`config.mk`:
```
export PLATFORM = sky130hd
export DESIGN_NAME = pc_next_unit_flat
export DESIGN_NICKNAME = d
export VERILOG_FILES = /design/src/rtl/pc_next_unit_if.sv /design/src/rtl/pc_next_unit.sv /design/src/flat_wrapper.sv
export SDC_FILE = /design/constraint.sdc
export NUM_CORES = 1
export LEC_CHECK = 0
export ABC_AREA = 1
export CORE_MARGIN = 2
export CORE_UTILIZATION = 65
export DETAILED_ROUTE_END_ITERATION = 7
export DONT_BUFFER_PORTS = 1
export GPL_ROUTABILITY_DRIVEN = 0
export PLACE_DENSITY = 0.81
export REMOVE_ABC_BUFFERS = 1
export SLEW_MARGIN = 25
export SYNTH_ARGS = -nofsm -noshare
export SYNTH_HDL_FRONTEND = slang
export SYNTH_SLANG_ARGS = --single-unit
```
`constraint.sdc`:
```
create_clock -name clk -period 2.6 [get_ports clk]
set_input_delay 0.39 -clock clk [delete_from_list [all_inputs] [get_ports clk]]
set_output_delay 0.39 -clock clk [all_outputs]
set_load 0.005 [all_outputs]
```
`src/rtl/pc_next_unit_if.sv`:
```
// Bus between the instruction-control logic and pc_next_unit.
// The master drives the decoded control and operand values; the slave is
// the next-PC unit, returning the PC, link value, statistics and trap state.
interface pc_next_unit_if #(
  parameter int XLEN  = 32,
  parameter int CNT_W = 16
);
  logic             stall;
  logic             branch;
  logic             jump;
  logic             jalr;
  logic [2:0]       funct3;
  logic [XLEN-1:0]  rs1_val;
  logic [XLEN-1:0]  rs2_val;
  logic [XLEN-1:0]  imm;
  logic             trap_ack;

  logic [XLEN-1:0]  pc;
  logic [XLEN-1:0]  pc_plus4;
  logic             taken;
  logic [CNT_W-1:0] branch_count;
  logic [CNT_W-1:0] taken_count;
  logic             trap_pending;
  logic [XLEN-1:0]  trap_addr;

  modport master (
    output stall, branch, jump, jalr, funct3, rs1_val, rs2_val, imm, trap_ack,
    input  pc, pc_plus4, taken, branch_count, taken_count, trap_pending, trap_addr
  );

  modport slave (
    input  stall, branch, jump, jalr, funct3, rs1_val, rs2_val, imm, trap_ack,
    output pc, pc_plus4, taken, branch_count, taken_count, trap_pending, trap_addr
  );
endinterface

```
`src/rtl/pc_next_unit.sv`:
```
// Registered program counter with next-PC selection for the single-cycle
// datapath: resolves the six conditional branches, JAL and JALR, holds under
// stall and keeps saturating branch statistics.
// Optional feature macro MISALIGN_TRAP_EN: when defined, a control transfer
// to a target with bits [1:0] != 0 parks the unit in a TRAP state until
// trap_ack, then restarts at TRAP_VECTOR. When undefined, targets are
// word-aligned by clearing bits [1:0] and the trap outputs read as zero.
module pc_next_unit #(
  parameter int                XLEN         = 32,
  parameter logic [XLEN-1:0]   RESET_VECTOR = 32'h0000_0000,
  parameter logic [XLEN-1:0]   TRAP_VECTOR  = 32'h0000_0100,
  parameter int                CNT_W        = 16
) (
  input  logic             clk,
  input  logic             rst_n,
  pc_next_unit_if.slave    bus
);

  // Counters stick at all-ones instead of wrapping.
  function automatic logic [CNT_W-1:0] sat_inc(input logic [CNT_W-1:0] v);
    return (&v) ? v : v + CNT_W'(1);
  endfunction

  logic [XLEN-1:0]  pc_q, pc_d;
  logic [CNT_W-1:0] branch_cnt_q, branch_cnt_d;
  logic [CNT_W-1:0] taken_cnt_q, taken_cnt_d;

  logic signed [XLEN-1:0] rs1_s;
  logic signed [XLEN-1:0] rs2_s;
  logic                   cond;
  logic                   taken;
  logic [XLEN-1:0]        pc_plus4;
  logic [XLEN-1:0]        jalr_sum;
  logic [XLEN-1:0]        target;
  logic                   br_taken_only;

  assign rs1_s         = bus.rs1_val;
  assign rs2_s         = bus.rs2_val;
  assign pc_plus4      = pc_q + XLEN'(4);
  assign jalr_sum      = bus.rs1_val + bus.imm;
  assign target        = bus.jalr ? {jalr_sum[XLEN-1:1], 1'b0} : pc_q + bus.imm;
  assign taken         = bus.jalr | bus.jump | (bus.branch & cond);
  // taken_count only credits a branch that actually steered the PC itself
  assign br_taken_only = bus.branch & cond & ~bus.jump & ~bus.jalr;

  // Branch condition decode; funct3 010/011 are reserved and never taken
  always_comb begin
    cond = 1'b0;
    case (bus.funct3)
      3'b000:  cond = (bus.rs1_val == bus.rs2_val);
      3'b001:  cond = (bus.rs1_val != bus.rs2_val);
      3'b100:  cond = (rs1_s <  rs2_s);
      3'b101:  cond = (rs1_s >= rs2_s);
      3'b110:  cond = (bus.rs1_val <  bus.rs2_val);
      3'b111:  cond = (bus.rs1_val >= bus.rs2_val);
      default: cond = 1'b0;
    endcase
  end

`ifdef MISALIGN_TRAP_EN
  typedef enum logic {ST_RUN = 1'b0, ST_TRAP = 1'b1} state_e;

  state_e          state_q, state_d;
  logic            trap_pending_q, trap_pending_d;
  logic [XLEN-1:0] trap_addr_q, trap_addr_d;
  logic            misalign;

  assign misalign = taken & (target[1:0] != 2'b00);

  // Next-state: RUN advances the PC unless the transfer is misaligned;
  // TRAP ignores stall and waits only for the acknowledge
  always_comb begin
    pc_d           = pc_q;
    branch_cnt_d   = branch_cnt_q;
    taken_cnt_d    = taken_cnt_q;
    state_d        = state_q;
    trap_pending_d = trap_pending_q;
    trap_addr_d    = trap_addr_q;
    case (state_q)
      ST_RUN: begin
        if (!bus.stall) begin
          if (bus.branch)    branch_cnt_d = sat_inc(branch_cnt_q);
          if (br_taken_only) taken_cnt_d  = sat_inc(taken_cnt_q);
          if (misalign) begin
            state_d        = ST_TRAP;
            trap_pending_d = 1'b1;
            trap_addr_d    = target;
          end else begin
            pc_d = taken ? target : pc_plus4;
          end
        end
      end
      ST_TRAP: begin
        if (bus.trap_ack) begin
          state_d        = ST_RUN;
          trap_pending_d = 1'b0;
          pc_d           = TRAP_VECTOR;
        end
      end
      default: state_d = ST_RUN;
    endcase
  end

  // State registers, asynchronously returned to RUN at RESET_VECTOR
  always_ff @(posedge clk or negedge rst_n) begin
    if (!rst_n) begin
      pc_q           <= RESET_VECTOR;
      branch_cnt_q   <= '0;
      taken_cnt_q    <= '0;
      state_q        <= ST_RUN;
      trap_pending_q <= 1'b0;
      trap_addr_q    <= '0;
    end else begin
      pc_q           <= pc_d;
      branch_cnt_q   <= branch_cnt_d;
      taken_cnt_q    <= taken_cnt_d;
      state_q        <= state_d;
      trap_pending_q <= trap_pending_d;
      trap_addr_q    <= trap_addr_d;
    end
  end

  assign bus.trap_pending = trap_pending_q;
  assign bus.trap_addr    = trap_addr_q;
`else
  logic unused_ok;

  // Without trapping, the low target bits are dropped so the PC stays word-aligned
  always_comb begin
    pc_d         = pc_q;
    branch_cnt_d = branch_cnt_q;
    taken_cnt_d  = taken_cnt_q;
    if (!bus.stall) begin
      if (bus.branch)    branch_cnt_d = sat_inc(branch_cnt_q);
      if (br_taken_only) taken_cnt_d  = sat_inc(taken_cnt_q);
      pc_d = taken ? {target[XLEN-1:2], 2'b00} : pc_plus4;
    end
  end

  // PC and statistics registers
  always_ff @(posedge clk or negedge rst_n) begin
    if (!rst_n) begin
      pc_q         <= RESET_VECTOR;
      branch_cnt_q <= '0;
      taken_cnt_q  <= '0;
    end else begin
      pc_q         <= pc_d;
      branch_cnt_q <= branch_cnt_d;
      taken_cnt_q  <= taken_cnt_d;
    end
  end

  assign bus.trap_pending = 1'b0;
  assign bus.trap_addr    = '0;
  assign unused_ok        = ^{bus.trap_ack, TRAP_VECTOR, target[1:0]};
`endif

  assign bus.pc           = pc_q;
  assign bus.pc_plus4     = pc_plus4;
  assign bus.taken        = taken;
  assign bus.branch_count = branch_cnt_q;
  assign bus.taken_count  = taken_cnt_q;

endmodule

```
`src/flat_wrapper.sv`:
```
// flat-port wrapper written by rule: the top's interface ports become plain ports
module pc_next_unit_flat 
#(
  parameter int                XLEN         = 32,
  parameter logic [XLEN-1:0]   RESET_VECTOR = 32'h0000_0000,
  parameter logic [XLEN-1:0]   TRAP_VECTOR  = 32'h0000_0100,
  parameter int                CNT_W        = 16
)
  (clk, rst_n, bus_stall, bus_branch, bus_jump, bus_jalr, bus_funct3, bus_rs1_val, bus_rs2_val, bus_imm, bus_trap_ack, bus_pc, bus_pc_plus4, bus_taken, bus_branch_count, bus_taken_count, bus_trap_pending, bus_trap_addr);
  pc_next_unit_if #(.XLEN(XLEN), .CNT_W(CNT_W)) bus_i ();
  input  logic clk;
  input  logic rst_n;
  input wire logic [$bits(bus_i.stall)-1:0] bus_stall;
  input wire logic [$bits(bus_i.branch)-1:0] bus_branch;
  input wire logic [$bits(bus_i.jump)-1:0] bus_jump;
  input wire logic [$bits(bus_i.jalr)-1:0] bus_jalr;
  input wire logic [$bits(bus_i.funct3)-1:0] bus_funct3;
  input wire logic [$bits(bus_i.rs1_val)-1:0] bus_rs1_val;
  input wire logic [$bits(bus_i.rs2_val)-1:0] bus_rs2_val;
  input wire logic [$bits(bus_i.imm)-1:0] bus_imm;
  input wire logic [$bits(bus_i.trap_ack)-1:0] bus_trap_ack;
  output wire logic [$bits(bus_i.pc)-1:0] bus_pc;
  output wire logic [$bits(bus_i.pc_plus4)-1:0] bus_pc_plus4;
  output wire logic [$bits(bus_i.taken)-1:0] bus_taken;
  output wire logic [$bits(bus_i.branch_count)-1:0] bus_branch_count;
  output wire logic [$bits(bus_i.taken_count)-1:0] bus_taken_count;
  output wire logic [$bits(bus_i.trap_pending)-1:0] bus_trap_pending;
  output wire logic [$bits(bus_i.trap_addr)-1:0] bus_trap_addr;
  assign bus_i.stall = bus_stall;
  assign bus_i.branch = bus_branch;
  assign bus_i.jump = bus_jump;
  assign bus_i.jalr = bus_jalr;
  assign bus_i.funct3 = bus_funct3;
  assign bus_i.rs1_val = bus_rs1_val;
  assign bus_i.rs2_val = bus_rs2_val;
  assign bus_i.imm = bus_imm;
  assign bus_i.trap_ack = bus_trap_ack;
  assign bus_pc = bus_i.pc;
  assign bus_pc_plus4 = bus_i.pc_plus4;
  assign bus_taken = bus_i.taken;
  assign bus_branch_count = bus_i.branch_count;
  assign bus_taken_count = bus_i.taken_count;
  assign bus_trap_pending = bus_i.trap_pending;
  assign bus_trap_addr = bus_i.trap_addr;
  pc_next_unit #(.XLEN(XLEN), .RESET_VECTOR(RESET_VECTOR), .TRAP_VECTOR(TRAP_VECTOR), .CNT_W(CNT_W)) u_core (.clk(clk), .rst_n(rst_n), .bus(bus_i));
endmodule
```
==> flow_summary.json <==
{
  "grt_pass1_vias": 9210,
  "vdd_ir_drop_max_v": 0.0005702,
  "maxCapViolCount": 0,
  "arrival_ns": 2.25,
  "synth_mux_area_share_pct": 0.2340,
  "yosysSeqAreaShare_pct": 17.07,
  "synth.area.top_cells": "dfrtp_1 17%, nand2_1 15%, ha_1 13%",
  "antenna-diode-count": 0,
  "placementRows": 43,
  "synthAdderAreaFrac_pct": 12.94,
  "yosysWarnings": 0,
  "gr-usage-all-layers_pct": 36.03,
  "final_cells": 1717,
  "synth-compound-area-share_pct": 14.96,
  "ys_seq_elements": 62,
  "synth.most_common_cell": "nand2_1",
  "synth-edff-count": 0,
  "drc": 0,
  "insertion_delay_ns": 0.34,
  "final_area_mm2": 0.01030,
  "drt-pass1-iter-count": 6,
  "grt_antenna_before_repair": 0,
  "rr_endpoint": "u_core.bus.pc[24]$_DFFE_PN0N_",
  "drive_gt1_share_pct": 11.13,
  "synth_top_family_by_area": "simple AND/OR/NAND/NOR gates",
  "p_leak_nw": 5.412,
  "critical_path_class": "reg2out",
  "synth-xor-area-share_pct": 6.249,
  "crit_family": "simple AND/OR/NAND/NOR gates",
  "finClkSkew_ns": 0.009833,
  "synth_top_cell_by_area": "dfrtp_1",
  "clkTransAtPathRegs_ns": 0.06,
  "area_growth_pct": 13.27,
  "p_clk_share_pct": 22.7,
  "grt_max_degree": 63,
  "viasPerCell": 5.790,
  "hold_depth": 2,
  "post-place-cells": 1681,
  "maxSlewViolCount": 0,
  "whs_ns": 0.1731,
  "dpl_cell_area_mm2": 0.009392,
  "path_max_fanout": 5,
  "clock-sinks": 62,
  "period_needed_ns": 2.645,
  "setup_viol": 4,
  "yosys_most_used_dff": "dfrtp_1",
  "cts_tree": "done",
  "period_share_pct": 101.7,
  "synthesis.area_mm2": 0.009090,
  "synthCells": 1482,
  "pwr-share-seq_pct": 24.6,
  "hp-start": "bus_stall",
  "synth_cell_types": 48,
  "power_switching_mw": 2.734,
  "io_buffers": 0,
  "ff2ff_path_depth": 13,
  "place_hpwl_um": 21490,
  "r2r_setup_slack_ns": 0.13,
  "synth_top_area_share_pct": 17.07,
  "power.switching_fraction_pct": 45.75,
  "powerDensity_mw_per_mm2": 580.5,
  "worst_slew_pin_slew_ns": 0.5349,
  "wl_per_cell_um": 16.39,
  "start_util_pct": 66.00,
  "max_freq_mhz": 378.1,
  "synthTopCellsByCount": "364 x nand2_1, 225 x inv_1, 134 x nand3_1",
  "power_frac_comb_pct": 52.8,
  "postRouteAntennaNets": 0,
  "crit_chain": "buf_4 -> nand2_1 -> nor3_2 -> nand2_2 -> nor2_4 -> nand2_4 -> nor3_4 -> buf_6 -> buf_6 -> nand2_4 -> xor2_2",
  "endpoint_kind": "output port",
  "avgSynthCellArea_um2": 6.134,
  "coreArea_mm2": 0.01377,
  "wl_um": 28130,
  "path_buf_inv": 3,
  "grt_first_pass_wirelength_um": 43060,
  "ios": 236,
  "fin_ws_ns": -0.04482,
  "drt_iter0_drc": 845,
  "maxSlewHeadroom_pct": 64.12,
  "die-width_um": 122.3,
  "hold_class": "in2reg",
  "hold_viol_final": 0,
  "startpoint_type": "flop",
  "synthArstFlopShare_pct": 100.0,
  "die_area_mm2": 0.01495,
  "status": "finished with violations",
  "finalNetCount": 1732,
  "place_ws_ns": -0.06307,
  "htreeDepth": 3,
  "root_buffer": "clkbuf_16",
  "rsz0062_at_grt": "true",
  "failed_checks": "setup timing",
  "grt-ovfl-total": 0,
  "intPower_mw": 3.242,
  "cts-buffers-inserted": 9,
  "die_h_um": 122.3,
  "synth-simple-area-share_pct": 34.51,
  "crit_slowest_cell": "dfrtp_1",
  "r2r-start": "u_core.bus.pc[5]$_DFFE_PN0N_",
  "vias": 9941,
  "total_power_mw": 5.977,
  "ctsLongestPathBuffers": 2,
  "hold_path_end": "u_core.bus.pc[6]$_DFFE_PN0N_",
  "worst_ep_required_time_ns": 2.21,
  "critPathMaxStageDelay_ns": 0.36
}
[kinds of logic (layout without fill, tap and decap cells)]
logic type / Yosys count / in the layout
AO/OA/AOI/OAI: 251 / 251
XOR/XNOR: 64 / 64
adder cells (fa/ha/maj): 94 / 94
buffers and inverters: 290 / 309
flip-flops: 62 / 62
multiplexers: 2 / 2
other: 1 / 37
AND/OR/NAND/NOR: 718 / 718
[worst max path at each step]
stage                     depth (start not counted)  slack, ns          endpoint                          from
after detailed placement                         17      -0.06         bus_taken                bus_rs2_val[7]
after global routing                             10       -0.1  bus_pc_plus4[28]  u_core.bus.pc[9]$_DFFE_PN0N_
after floorplan                                  15       0.14         bus_taken               bus_rs2_val[31]
final                                            11      -0.04  bus_pc_plus4[30]  u_core.bus.pc[9]$_DFFE_PN0N_
after CTS                                        10      -0.05  bus_pc_plus4[24]  u_core.bus.pc[2]$_DFFE_PN0N_
after global placement                           17      -0.05         bus_taken                bus_rs2_val[7]
[metrics by stage]
step / setup TNS [ns] / util (%)
after global routing: -1.070 / 74.75
final: -0.1449 / 74.75
after floorplan: 0 / -
after CTS: -0.09263 / 71.75
after detailed placement: -0.9340 / 68.19
after global placement: -0.3209 / 68.19
[power by group through the flow]
stage / Sequential, mW / Clock, mW / Combinational (mW)
final: 1.47 / 1.35 / 3.15
after CTS: 1.46 / 1.34 / 2.92
after floorplan: 1.45 / 0 / 2.05
after detailed placement: 1.46 / 0 / 2.85
after global routing: 1.49 / 1.39 / 3.54
after global placement: 1.45 / 0 / 2.78
[per-layer routing]
| layer | share of wire [%] | global-route usage [%] | vias to the layer above | wire length (um) |
|---|---|---|---|---|
| met5 | 0 | 0 | - | 0 |
| met4 | 3.2 | 12.86 | 0 | 887 |
| met3 | 10 | 6.134 | 77 | 2912 |
| met2 | 47 | 62.05 | 486 | 13350 |
| met1 | 39 | 45.35 | 4503 | 10990 |
| li1 | - | - | 4875 | - |
[repair_timing]
item / CTS / global route
hold buffers: 2 / 0
gates resized for setup: 16 / 70
cloned: 0 / 0
hold endpoints to repair: 62 / 0
pin swaps: 6 / 43
setup buffers: 5 / 13
endpoints found under the setup margin: 7 / 23
[worst reg2reg max path: cells and delay by family (launching register included)]
family | cells | cell delay [ns]
flops | 1 | 0.39
buf+inv | 2 | 0.33
compound gates | 3 | 0.61
fa+ha+maj | 1 | 0.34
simple gates | 7 | 0.69
[layout make-up]
class	count	area (um^2)
clock buffer	13	270.3
inverter	230	863.3
clock inverter	3	65.06
sequential	62	1556
multi-input combinational	1166	6780
tap	180	225.2
timing repair buffer	63	535.5
fill	1137	3477
[cells in the final DEF (no fill, tap or decap), types with 22 or more instances in the layout]
master | synthesis | routed
conb_1 | 1 | 37
ha_1 | 94 | 82
dfrtp_1 | 62 | 58
nand4_1 | 22 | 22
o21ai_0 | 81 | 79
nor2_1 | 127 | 121
a21oi_1 | 119 | 113
nor3_1 | 29 | 28
xor2_1 | 44 | 39
nand3_1 | 134 | 132
inv_1 | 225 | 222
nand2_1 | 364 | 351
buf_4 | 42 | 55
[flip-flops by register name (all words and copies together) (netlist names)]
signal / flops
u_core.bus.branch_count: 16
u_core.bus.taken_count: 16
u_core.bus.pc: 30
(Power assumes the default switching activity.)
